<file path="config.mk">
export PLATFORM = sky130hd
export DESIGN_NAME = audio_interval_stats_stream
export DESIGN_NICKNAME = d
export VERILOG_FILES = /design/src/rtl/audio_stats_pkg.sv /design/src/rtl/audio_interval_stats_stream_chan_min_max.sv /design/src/rtl/audio_interval_stats_stream.sv
export SDC_FILE = /design/constraint.sdc
export NUM_CORES = 1
export LEC_CHECK = 0
export ABC_CLOCK_PERIOD_IN_PS = 3200
export BUFFER_PORTS_ARGS = -buffer_cell sky130_fd_sc_hd__clkbuf_2
export CORE_MARGIN = 5
export CORE_UTILIZATION = 53
export DETAILED_ROUTE_END_ITERATION = 8
export GPL_TIMING_DRIVEN = 0
export PLACE_DENSITY = 0.77
export SETUP_SLACK_MARGIN = 0.4
export SYNTH_ARGS = -nofsm -noshare
export SYNTH_HDL_FRONTEND = slang
export SYNTH_SLANG_ARGS = --single-unit
</file>
<file path="constraint.sdc">
create_clock -name clk -period 3.2 [get_ports clk]
set_input_delay 0.64 -clock clk [delete_from_list [all_inputs] [get_ports clk]]
set_output_delay 0.64 -clock clk [all_outputs]
set_load 0.02 [all_outputs]
</file>
<file path="src/rtl/audio_stats_pkg.sv">
// audio_stats_pkg
//   Shared definitions for audio_interval_stats_stream and its per-channel
//   min/max sub-module:
//     - state_t     : controller state encoding (IDLE / ACCUM / EMIT)
//     - DEF_*       : default parameter values for the top
//     - MAX_*       : widest sample / frame the helper functions handle
//     - extract_ch  : pull channel c out of a packed frame
//     - abs_sat     : two's-complement absolute value, most-negative saturates
//   Optional feature macro used by the top: AUDIO_STATS_PEAK_EN.

package audio_stats_pkg;

    typedef enum logic [1:0] {
        IDLE  = 2'd0,
        ACCUM = 2'd1,
        EMIT  = 2'd2
    } state_t;

    localparam int DEF_SAMPLE_W = 32;
    localparam int DEF_NUM_CH   = 2;
    localparam int DEF_LEN_W    = 16;
    localparam int DEF_IDX_W    = 16;

    // The helpers work on fixed wide containers so one definition serves
    // any SAMPLE_W / NUM_CH instance; callers cast the result back down.
    localparam int MAX_SAMPLE_W = 64;
    localparam int MAX_FRAME_W  = 1024;

    // Channel c of a frame whose channels are w bits wide, channel 0 in the
    // least significant slot. Only the low w bits of the result matter.
    function automatic logic [MAX_SAMPLE_W-1:0] extract_ch(
        input logic [MAX_FRAME_W-1:0] frame,
        input int                     c,
        input int                     w
    );
        logic [MAX_FRAME_W-1:0] shifted;
        shifted = frame >> (c * w);
        return shifted[MAX_SAMPLE_W-1:0];
    endfunction

    // |s| for a w-bit signed value held in the low bits of s. The most
    // negative value has no positive counterpart, so it maps to the most
    // positive value instead of wrapping back to itself.
    function automatic logic [MAX_SAMPLE_W-1:0] abs_sat(
        input logic [MAX_SAMPLE_W-1:0] s,
        input int                      w
    );
        logic [MAX_SAMPLE_W-1:0] sign_bit;
        logic [MAX_SAMPLE_W-1:0] mask;
        logic [MAX_SAMPLE_W-1:0] v;
        logic [MAX_SAMPLE_W-1:0] r;
        sign_bit = MAX_SAMPLE_W'(1) << (w - 1);
        mask     = (sign_bit << 1) - MAX_SAMPLE_W'(1);
        v        = s & mask;
        if ((v & sign_bit) == '0) begin
            r = v;
        end else if (v == sign_bit) begin
            r = sign_bit - MAX_SAMPLE_W'(1);
        end else begin
            r = ((~v) + MAX_SAMPLE_W'(1)) & mask;
        end
        return r;
    endfunction

endpackage

</file>
<file path="src/rtl/audio_interval_stats_stream_chan_min_max.sv">
// chan_min_max
//   Running signed min/max register pair for one audio channel.
//   Ports:
//     clk, reset_n      : clock, asynchronous active-low reset
//     load              : first beat of an interval; min = max = sample
//     update            : later beat; fold sample into min/max (signed)
//     sample            : this channel's sample of the current frame
//     nxt_min, nxt_max  : values the registers take at the next edge
//                         (equal to the held values when neither control
//                         is high), so the parent can capture an interval
//                         result that already includes the current beat.
//   load has priority over update; with neither set the pair holds.

module chan_min_max
    import audio_stats_pkg::*;
#(
    parameter int SAMPLE_W = DEF_SAMPLE_W
) (
    input  logic                clk,
    input  logic                reset_n,
    input  logic                load,
    input  logic                update,
    input  logic [SAMPLE_W-1:0] sample,
    output logic [SAMPLE_W-1:0] nxt_min,
    output logic [SAMPLE_W-1:0] nxt_max
);

    logic [SAMPLE_W-1:0] cur_min;
    logic [SAMPLE_W-1:0] cur_max;

    always_comb begin
        nxt_min = cur_min;
        nxt_max = cur_max;
        if (load) begin
            nxt_min = sample;
            nxt_max = sample;
        end else if (update) begin
            if ($signed(sample) < $signed(cur_min)) begin
                nxt_min = sample;
            end
            if ($signed(sample) > $signed(cur_max)) begin
                nxt_max = sample;
            end
        end
    end

    always_ff @(posedge clk or negedge reset_n) begin
        if (!reset_n) begin
            cur_min <= '0;
            cur_max <= '0;
        end else if (load || update) begin
            cur_min <= nxt_min;
            cur_max <= nxt_max;
        end
    end

endmodule

</file>
<file path="src/rtl/audio_interval_stats_stream.sv">
// audio_interval_stats_stream
//   Streaming per-channel signed min/max over runtime-programmable intervals.
//   Frames arrive on a valid/ready stream, one result beat per interval
//   leaves on a valid/ready stream. No sample storage: each channel keeps
//   only a running min/max pair (chan_min_max).
//
//   Handshake rule (both streams): a beat transfers on a rising clk edge
//   where valid and ready are both high; a source holds valid and its data
//   stable until that edge, and ready never depends combinationally on
//   valid.
//
//   Ports:
//     clk, reset_n   : clock, asynchronous active-low reset
//     start          : pulse, begins a run (IDLE only); samples interval_len
//     stop           : pulse, ends the run after flushing a partial interval
//     interval_len   : frames per interval, 0 behaves as 1
//     s_valid/s_ready/s_data : input frames, channel c at [c*SAMPLE_W +: SAMPLE_W]
//     m_valid/m_ready        : result stream
//     m_max, m_min   : per-channel interval max / min, packed like s_data
//     m_index        : interval number within the run (wraps)
//     m_partial      : interval closed by stop before interval_len frames
//     m_peak         : (AUDIO_STATS_PEAK_EN only) per-channel max(|min|,|max|)
//     busy           : state != IDLE
//     dbg_state      : controller state
//
//   Optional feature macro: AUDIO_STATS_PEAK_EN adds the m_peak output.

module audio_interval_stats_stream
    import audio_stats_pkg::*;
#(
    parameter int SAMPLE_W = DEF_SAMPLE_W,
    parameter int NUM_CH   = DEF_NUM_CH,
    parameter int LEN_W    = DEF_LEN_W,
    parameter int IDX_W    = DEF_IDX_W
) (
    input  logic                       clk,
    input  logic                       reset_n,
    input  logic                       start,
    input  logic                       stop,
    input  logic [LEN_W-1:0]           interval_len,
    input  logic                       s_valid,
    output logic                       s_ready,
    input  logic [NUM_CH*SAMPLE_W-1:0] s_data,
    output logic                       m_valid,
    input  logic                       m_ready,
    output logic [NUM_CH*SAMPLE_W-1:0] m_max,
    output logic [NUM_CH*SAMPLE_W-1:0] m_min,
    output logic [IDX_W-1:0]           m_index,
    output logic                       m_partial,
`ifdef AUDIO_STATS_PEAK_EN
    output logic [NUM_CH*SAMPLE_W-1:0] m_peak,
`endif
    output logic                       busy,
    output state_t                     dbg_state
);

    localparam int FRAME_W = NUM_CH * SAMPLE_W;

    state_t           state;
    logic [LEN_W-1:0] len_q;
    logic [LEN_W-1:0] count;
    logic [IDX_W-1:0] index;
    logic             stop_pending;

    logic             accept;
    logic             closing;
    logic             ch_load;
    logic             ch_update;

    logic [FRAME_W-1:0] nxt_min_all;
    logic [FRAME_W-1:0] nxt_max_all;
`ifdef AUDIO_STATS_PEAK_EN
    logic [FRAME_W-1:0] nxt_peak_all;
`endif

    // Ready is a pure function of the registered state, so it never
    // depends on s_valid.
    assign s_ready   = (state == ACCUM);
    assign busy      = (state != IDLE);
    assign dbg_state = state;

    assign accept    = s_valid && s_ready;
    // len_q is never 0 in ACCUM, so len_q-1 cannot underflow here.
    assign closing   = accept && (count == (len_q - LEN_W'(1)));
    // The first beat of an interval loads instead of comparing, so no
    // sentinel min/max values are needed.
    assign ch_load   = accept && (count == '0);
    assign ch_update = accept && (count != '0);

    for (genvar c = 0; c < NUM_CH; c++) begin : g_ch
        logic [SAMPLE_W-1:0] sample;

        assign sample = SAMPLE_W'(extract_ch(MAX_FRAME_W'(s_data), c, SAMPLE_W));

        chan_min_max #(
            .SAMPLE_W (SAMPLE_W)
        ) u_chan (
            .clk     (clk),
            .reset_n (reset_n),
            .load    (ch_load),
            .update  (ch_update),
            .sample  (sample),
            .nxt_min (nxt_min_all[c*SAMPLE_W +: SAMPLE_W]),
            .nxt_max (nxt_max_all[c*SAMPLE_W +: SAMPLE_W])
        );

`ifdef AUDIO_STATS_PEAK_EN
        logic [SAMPLE_W-1:0] abs_min;
        logic [SAMPLE_W-1:0] abs_max;

        assign abs_min = SAMPLE_W'(abs_sat(MAX_SAMPLE_W'(nxt_min_all[c*SAMPLE_W +: SAMPLE_W]), SAMPLE_W));
        assign abs_max = SAMPLE_W'(abs_sat(MAX_SAMPLE_W'(nxt_max_all[c*SAMPLE_W +: SAMPLE_W]), SAMPLE_W));
        assign nxt_peak_all[c*SAMPLE_W +: SAMPLE_W] = (abs_min > abs_max) ? abs_min : abs_max;
`endif
    end

    always_ff @(posedge clk or negedge reset_n) begin
        if (!reset_n) begin
            state        <= IDLE;
            len_q        <= '0;
            count        <= '0;
            index        <= '0;
            stop_pending <= 1'b0;
            m_valid      <= 1'b0;
            m_partial    <= 1'b0;
            m_max        <= '0;
            m_min        <= '0;
            m_index      <= '0;
`ifdef AUDIO_STATS_PEAK_EN
            m_peak       <= '0;
`endif
        end else begin
            case (state)
                IDLE: begin
                    if (start) begin
                        len_q        <= (interval_len == '0) ? LEN_W'(1) : interval_len;
                        count        <= '0;
                        index        <= '0;
                        stop_pending <= 1'b0;
                        state        <= ACCUM;
                    end
                end

                ACCUM: begin
                    if (accept) begin
                        count <= count + LEN_W'(1);
                    end
                    // A closing beat wins over stop: the interval is full,
                    // so it is reported as a normal result and stop only
                    // decides where the controller goes after the handshake.
                    // Otherwise stop flushes whatever has been gathered,
                    // including a beat accepted on the same cycle.
                    if (closing || (stop && (accept || count != '0))) begin
                        m_max        <= nxt_max_all;
                        m_min        <= nxt_min_all;
                        m_index      <= index;
                        m_partial    <= !closing;
`ifdef AUDIO_STATS_PEAK_EN
                        m_peak       <= nxt_peak_all;
`endif
                        m_valid      <= 1'b1;
                        stop_pending <= stop;
                        state        <= EMIT;
                    end else if (stop) begin
                        state <= IDLE;
                    end
                end

                EMIT: begin
                    if (m_ready) begin
                        m_valid      <= 1'b0;
                        index        <= index + IDX_W'(1);
                        count        <= '0;
                        stop_pending <= 1'b0;
                        // A stop landing on the handshake cycle itself is
                        // honoured as well, rather than being lost.
                        state        <= (stop_pending || stop) ? IDLE : ACCUM;
                    end else if (stop) begin
                        stop_pending <= 1'b1;
                    end
                end

                default: begin
                    state   <= IDLE;
                    m_valid <= 1'b0;
                end
            endcase
        end
    end

endmodule

</file>
==> impl_metrics.env, run 1 <==
export IMPL_status="finished with violations"
export IMPL_violations="negative setup slack"
export IMPL_clkLatencyLatePin_ns=0.52
export IMPL_critPathMaxStageDelay_ns=0.46
export IMPL_maxCapViolCount=0
export IMPL_grt_pass1_wl_microns=65510
export IMPL_crit_type="reg2reg"
export IMPL_synthFlopType="dfrtp_1"
export IMPL_nFillCells=2264
export IMPL_drt_total_wl_microns=40410
export IMPL_rows=65
export IMPL_worst_clock_skew_ns=0.02563
export IMPL_path_max_fanout=10
export IMPL_area_growth_pct=24.39
export IMPL_relSlewSlack=0.5465
export IMPL_overflow=0
export IMPL_start_util=0.5377
export IMPL_post_dp_cell_area_sq_mm=0.01927
export IMPL_die_area_sq_mm=0.03569
export IMPL_holdWs_ns=0.1465
export IMPL_post_drt_wl_per_cell_microns=19.32
export IMPL_grt_use_met1=0.3008
export IMPL_fp_dieW_microns=188.9
export IMPL_grt_start_max_net_pins=96
export IMPL_fin_ws_ns=-0.05056
export IMPL_clk_pin_slew_ns=0.06
export IMPL_cp_top_family="simple AND/OR/NAND/NOR gates"
export IMPL_ctsHoldBuffers=0
export IMPL_die_height_microns=188.9
export IMPL_io_buffers=235
export IMPL_fin_nets=1888
export IMPL_cpMaxStageDelayCell="or4_1"
export IMPL_cts_buffer_depth=3
export IMPL_syn_nets=1578
export IMPL_ys_types=61
export IMPL_drtAntennaViolNets=0
export IMPL_via_count=11330
export IMPL_setup_viol_count_final=94
export IMPL_finalCritPeriodShare=1.016
export IMPL_cp_required_ns=3.59
export IMPL_place_congestion=0.8596
export IMPL_syn_area_per_cell_sq_um=12.49
export IMPL_h_tree_depth=2
export IMPL_hpwlAfterDp_microns=28800
export IMPL_fin_area_sq_mm=0.02110
export IMPL_ios=236
export IMPL_core_sq_mm=0.03156
export IMPL_ys_warn_count=0
export IMPL_first_global_vias=12230
export IMPL_first_pass_iters=5
export IMPL_powerDensity_mw_per_mm2=1048
export IMPL_min_period_ns=3.251
export IMPL_cts_buffers=37
export IMPL_antenna_found_initial=1
export IMPL_drt_iter0_drc=450
export IMPL_endpoint_kind="register"
export IMPL_netlist_area_sq_mm=0.01697
export IMPL_grt_busiest_layer="met2"
export IMPL_power_mw=22.12
export IMPL_drive_gt1_frac=0.4216
export IMPL_ir_drop_v=0.0006031
export IMPL_rsz0062_at_grt="true"
export IMPL_leakagePower_nw=10.74
export IMPL_path_cells="inv_2 > ha_4 > or4b_4 > buf_6 > or4_1 > a21o_1 > o211ai_1 > nor4_4 > o21ai_4 > buf_6 > buf_12 > buf_12 > mux2_4"
export IMPL_worstMarginPinSlew_ns=0.6803
export IMPL_globalRouteMet3Util=0.05568
export IMPL_hold_class="in2async"
export IMPL_hold_viol=0
export IMPL_cts_sinks=325
export IMPL_viasPerCell=5.417
export IMPL_critical_path_buf_inv_count=5
export IMPL_start_kind="register"
export IMPL_cts_root_buffer="clkbuf_16"
export IMPL_route_detailed_drc=0
export IMPL_netlist_instances=1358
export IMPL_ys_seq_area_frac=0.4794
export IMPL_cp_arrival_ns=3.64
export IMPL_fmax_ghz=0.3076
export IMPL_slew_viol_final=0
export IMPL_synth_edff_count=0
export IMPL_track_usage=0.2256
export IMPL_tritoncts="done"
export IMPL_synth_seq_cells=325
export IMPL_async_flop_share=1.000
export IMPL_use_met2=0.3738
[repair_timing]
| action | 4_1_cts | 5_1_grt |
|---|---|---|
| buffers inserted | 23 | 6 |
| setup endpoints to repair | 279 | 279 |
| gates cloned | 3 | 1 |
| gates resized for setup | 48 | 39 |
| pin swaps | 12 | 12 |
[metal layers]
metal / up-vias / part of all wire
met2: 229 / 0.47
li1: 5404 / -
met1: 5631 / 0.44
met5: - / 0.00035
met4: 2 / 0.025
met3: 67 / 0.061
[cells in the mapped netlist (2+ instances only)]
master | count | share of area
ha_1 | 134 | 0.099
xnor2_1 | 20 | 0.010
xor2_1 | 22 | 0.011
mux2i_1 | 4 | 0.0024
clkbuf_1 | 9 | 0.0020
a31oi_1 | 3 | 0.0011
or3_1 | 6 | 0.0022
mux2_2 | 150 | 0.10
o21ai_0 | 34 | 0.010
buf_2 | 9 | 0.0027
nor4_1 | 12 | 0.0044
mux2_1 | 10 | 0.0066
dfrtp_1 | 325 | 0.48
nor3_1 | 10 | 0.0029
and4_1 | 2 | 0.0010
or4_1 | 4 | 0.0018
a21oi_1 | 61 | 0.018
a221oi_1 | 3 | 0.0015
o211ai_1 | 6 | 0.0027
nand2b_1 | 9 | 0.0033
nor2_1 | 45 | 0.010
and3_1 | 10 | 0.0037
or2_2 | 3 | 0.0011
a21o_1 | 25 | 0.011
a2111oi_0 | 2 | 0.0010
nor3b_1 | 4 | 0.0018
inv_1 | 147 | 0.033
mux2_4 | 128 | 0.11
o31ai_1 | 3 | 0.0013
nor2b_1 | 8 | 0.0029
nand4_1 | 32 | 0.012
nand2_1 | 47 | 0.010
nand3_1 | 15 | 0.0044
buf_6 | 18 | 0.012
a22oi_1 | 2 | 0.00088
o21bai_1 | 3 | 0.0013
a211oi_1 | 6 | 0.0027
o21a_1 | 4 | 0.0018
[where the power goes]
part | total (mW) | switching, mW | internal, mW
Combinational | 11.0 | 5.46 | 5.52
Clock | 4.02 | 1.65 | 2.37
Sequential | 7.12 | 1.14 | 5.98
Total | 22.1 | 8.25 | 13.9
[worst paths after layout]
| kind | endpoint | from | depth (start not counted) | slack, ns |
|---|---|---|---|---|
| setup / recovery | m_max[10]$_DFFE_PN0P_ | len_q[0]$_DFFE_PN0P_ | 13 | -0.05 |
| hold / removal | m_min[17]$_DFFE_PN0P_ | reset_n | 1 | 0.15 |
| setup reg to reg | m_max[10]$_DFFE_PN0P_ | len_q[0]$_DFFE_PN0P_ | 13 | -0.05 |
| hold reg to reg | m_min[22]$_DFFE_PN0P_ | m_min[22]$_DFFE_PN0P_ | 1 | 0.51 |
| max in group asynchronous | m_max[44]$_DFFE_PN0P_ | reset_n | 2 | 2.14 |
| min in group clk | len_q[10]$_DFFE_PN0P_ | interval_len[10] | 2 | 0.37 |
[cells by family (layout without fill, tap and decap cells)]
group	after synthesis	in the layout	share of synthesized area
other	0	1	0
flip-flops	325	325	0.4794
AO/OA/AOI/OAI	163	163	0.05900
multiplexers	292	292	0.2218
XOR/XNOR	42	42	0.02168
buffers and inverters	184	515	0.04956
AND/OR/NAND/NOR	218	218	0.06976
adder cells (fa/ha/maj)	134	134	0.09882
[cell type report]
type	instances	area, sq um	area share
timing repair buffer	271	1608	0.07618
tap	402	503.0	0.02383
sequential	325	8134	0.3854
clock inverter	8	82.58	0.003913
clock buffer	52	1054	0.04992
antenna	1	2.502	0.0001186
inverter	147	551.8	0.02615
multi-input combinational	849	8690	0.4118
buffer	37	479.2	0.02271
[worst register-to-register path, delay by kind of cell, from the launching register on]
| kind | cells | cell delay [ns] |
|---|---|---|
| AOI/OAI and AO/OA | 3 | 0.56 |
| adders and majority gates | 1 | 0.13 |
| buffers and inverters | 5 | 0.70 |
| DFF | 1 | 0.39 |
| muxes | 1 | 0.32 |
| and+or+nand+nor | 3 | 1.02 |
[through the flow]
stage / instances / util / setup slack, ns / TNS (ns)
after floorplan: 1358 / - / 0.1498 / 0
after global placement: 1995 / 0.6078 / -5.496 / -1893.63
after detailed placement: 1998 / 0.6107 / -0.9733 / -124.16
after CTS: 2084 / 0.6610 / 0.0007738 / 0
after global routing: 2091 / 0.6687 / -0.1719 / -17.13
final: 2092 / 0.6688 / -0.05056 / -2.764
[cells in the final DEF, fill, tap and decap left out, drive strengths merged, types with 6 or more instances in the layout]
cell type	instances
and3	10
xnor2	20
nand4	32
dfrtp	325
a211oi	7
a21oi	61
nand2	47
nand2b	9
o21ai	36
ha	134
mux2	288
clkbuf	297
nor2	45
nand3	15
inv	148
nor2b	8
a21o	25
nor3	12
o211ai	6
or3	6
buf	63
nor4	13
xor2	22
[registers in the layout, summed over array words and instances (netlist names)]
register and cells:
count 16, dbg_state 2, g_ch.u_chan.cur_max 64, g_ch.u_chan.cur_min 64, index 16, len_q 16, m_index 16, m_max 64
m_min 64, m_partial 1, m_valid 1, stop_pending 1
Power figures use the tool's default switching activity.
==> run 2: changes to the inputs <==
--- a/config.mk
+++ b/config.mk
@@ -11,7 +11,7 @@
 export CORE_UTILIZATION = 53
 export DETAILED_ROUTE_END_ITERATION = 8
 export GPL_TIMING_DRIVEN = 0
-export PLACE_DENSITY = 0.77
+export PLACE_DENSITY = 0.76
 export SETUP_SLACK_MARGIN = 0.4
 export SYNTH_ARGS = -nofsm -noshare
 export SYNTH_HDL_FRONTEND = slang
==> impl_metrics.env, run 2 (synthesized netlist as in run 1, its figures left out) <==
export IMPL_relSlewSlack=0.6120
export IMPL_first_pass_iters=4
export IMPL_ir_drop_v=0.0007838
export IMPL_setup_viol_count_final=144
export IMPL_antenna_found_initial=1
export IMPL_route_detailed_drc=0
export IMPL_cts_sinks=325
export IMPL_status="finished with violations"
export IMPL_post_drt_wl_per_cell_microns=20.13
export IMPL_drive_gt1_frac=0.4406
export IMPL_finalCritPeriodShare=1.028
export IMPL_die_area_sq_mm=0.03569
export IMPL_slew_viol_final=0
export IMPL_cts_root_buffer="clkbuf_16"
export IMPL_fin_ws_ns=-0.08880
export IMPL_clk_pin_slew_ns=0.06
export IMPL_endpoint_kind="register"
export IMPL_powerDensity_mw_per_mm2=1058
export IMPL_fin_nets=1920
export IMPL_ios=236
export IMPL_worstMarginPinSlew_ns=0.5820
export IMPL_hold_class="in2async"
export IMPL_power_mw=23.08
export IMPL_drt_total_wl_microns=42830
export IMPL_viasPerCell=5.517
export IMPL_clkLatencyLatePin_ns=0.51
export IMPL_grt_pass1_wl_microns=66100
export IMPL_r2r_setup_slack_ns=-0.09
export IMPL_fmax_ghz=0.3041
export IMPL_cts_buffers=36
export IMPL_ctsHoldBuffers=0
export IMPL_leakagePower_nw=11.10
export IMPL_final_common_cell="dfrtp_1"
export IMPL_cts_buffer_depth=3
export IMPL_overflow=0
export IMPL_hpwlAfterDp_microns=28760
export IMPL_final_cell_mix="dfrtp_1 (324), clkbuf_2 (236), mux2_4 (181)"
export IMPL_worstReg2RegStart="len_q[0]$_DFFE_PN0P_"
export IMPL_r2r_end="m_min[44]$_DFFE_PN0P_"
export IMPL_rsz0062_at_grt="true"
export IMPL_start_util=0.5377
export IMPL_min_period_ns=3.289
export IMPL_via_count=11740
export IMPL_first_global_vias=12280
export IMPL_place_congestion=0.8633
export IMPL_post_route_util=0.6916
export IMPL_die_height_microns=188.9
export IMPL_cp_arrival_ns=3.67
export IMPL_drtAntennaViolNets=0
export IMPL_cp_required_ns=3.59
export IMPL_maxCapViolCount=0
export IMPL_fp_dieW_microns=188.9
export IMPL_drt_iter0_drc=559
export IMPL_grt_start_max_net_pins=109
export IMPL_violations="negative setup slack"
export IMPL_finalSetupTns_ns=-7.277
export IMPL_tritoncts="done"
export IMPL_path_max_fanout=6
export IMPL_area_growth_pct=28.62
export IMPL_io_buffers=235
export IMPL_track_usage=0.2279
export IMPL_hold_viol=0
export IMPL_rows=65
export IMPL_r2r_cells=14
export IMPL_h_tree_depth=2
export IMPL_start_kind="register"
export IMPL_core_sq_mm=0.03156
export IMPL_crit_type="reg2reg"
export IMPL_worst_clock_skew_ns=0.01675
==> run 2: cell count changes in the layout (fill, tap and decap cells not counted), sizes merged <==
cell,previous run,this run
bufinv,1,5
inv,148,147
clkinv,5,4
clkbuf,297,308
buf,63,85
clkinvlp,1,2
==> run 2: how the worst max path moves through the flow <==
| stage | startpoint | depth (start not counted) | to |
|---|---|---|---|
| finish | len_q[0]$_DFFE_PN0P_ | 14 | m_min[44]$_DFFE_PN0P_ |
| global route | len_q[0]$_DFFE_PN0P_ | 14 | m_min[63]$_DFFE_PN0P_ |
| CTS | len_q[0]$_DFFE_PN0P_ | 14 | m_index[13]$_DFFE_PN0P_ |
| detailed placement | s_data[11] | 10 | m_min[17]$_DFFE_PN0P_ |
| global placement | reset_n | 1 | count[15]$_DFFE_PN0P_ |
| floorplan | s_data[22] | 10 | m_max[10]$_DFFE_PN0P_ |
==> run 2: metrics by stage <==
step | instances | area (sq um) | worst slack (ns) | hold WS, ns
global route | 2128 | 21820 | -0.1721 | 0.02263
global placement | 1995 | 19180 | -5.412 | 0.4921
CTS | 2088 | 21070 | -0.002478 | 0.005858
finish | 2128 | 21820 | -0.08880 | 0.01592
floorplan | 1358 | 17500 | 0.1498 | 0.3444
detailed placement | 1998 | 19270 | -0.9375 | 0.4935
==> run 2: critical path, stage by stage (launching register included) <==
cell,delay (ns)
dfrtp_1,0.38
inv_2,0.09
ha_4,0.13
or4b_4,0.45
buf_6,0.15
or4_1,0.46
a21o_1,0.17
o211ai_1,0.14
nor4_4,0.05
buf_4,0.17
o21ai_4,0.17
buf_6,0.15
buf_12,0.16
clkbuf_16,0.17
mux2_4,0.29
==> run 2: layout make-up <==
cell class              count  area, sq um
fillers                  2204         9733
multi-input cells         849         8770
flip-flops and latches    325         8134
repair buffers            304         2105
clock buffers              52         1052
inverters                 147        551.8
plain buffers              37        519.2
well taps                 402        503.0
clock inverters            11        185.2
diodes                      1        2.502
==> run 2: metal layers <==
metal	track usage	vias to the layer above	share of wire
li1	-	5469	-
met1	0.3063	5920	0.44
met2	0.3721	287	0.48
met3	0.05457	64	0.059
met4	0.06446	0	0.022
met5	0	-	0
==> run 2: where the power goes <==
group          leakage [nW]  total [mW]  switching, mW  internal (mW)
sequential             3.95        7.15           1.17           5.98
clock                 0.602        4.36           1.67           2.69
combinational          6.55        11.6           5.66           5.92
==> run 2: repair_timing <==
item | 4_1_cts | 5_1_grt
gates cloned | 4 | 13
endpoints found under the setup margin | 280 | 273
resized for setup | 69 | 49
setup buffers | 23 | 26
pin swaps | 10 | 18
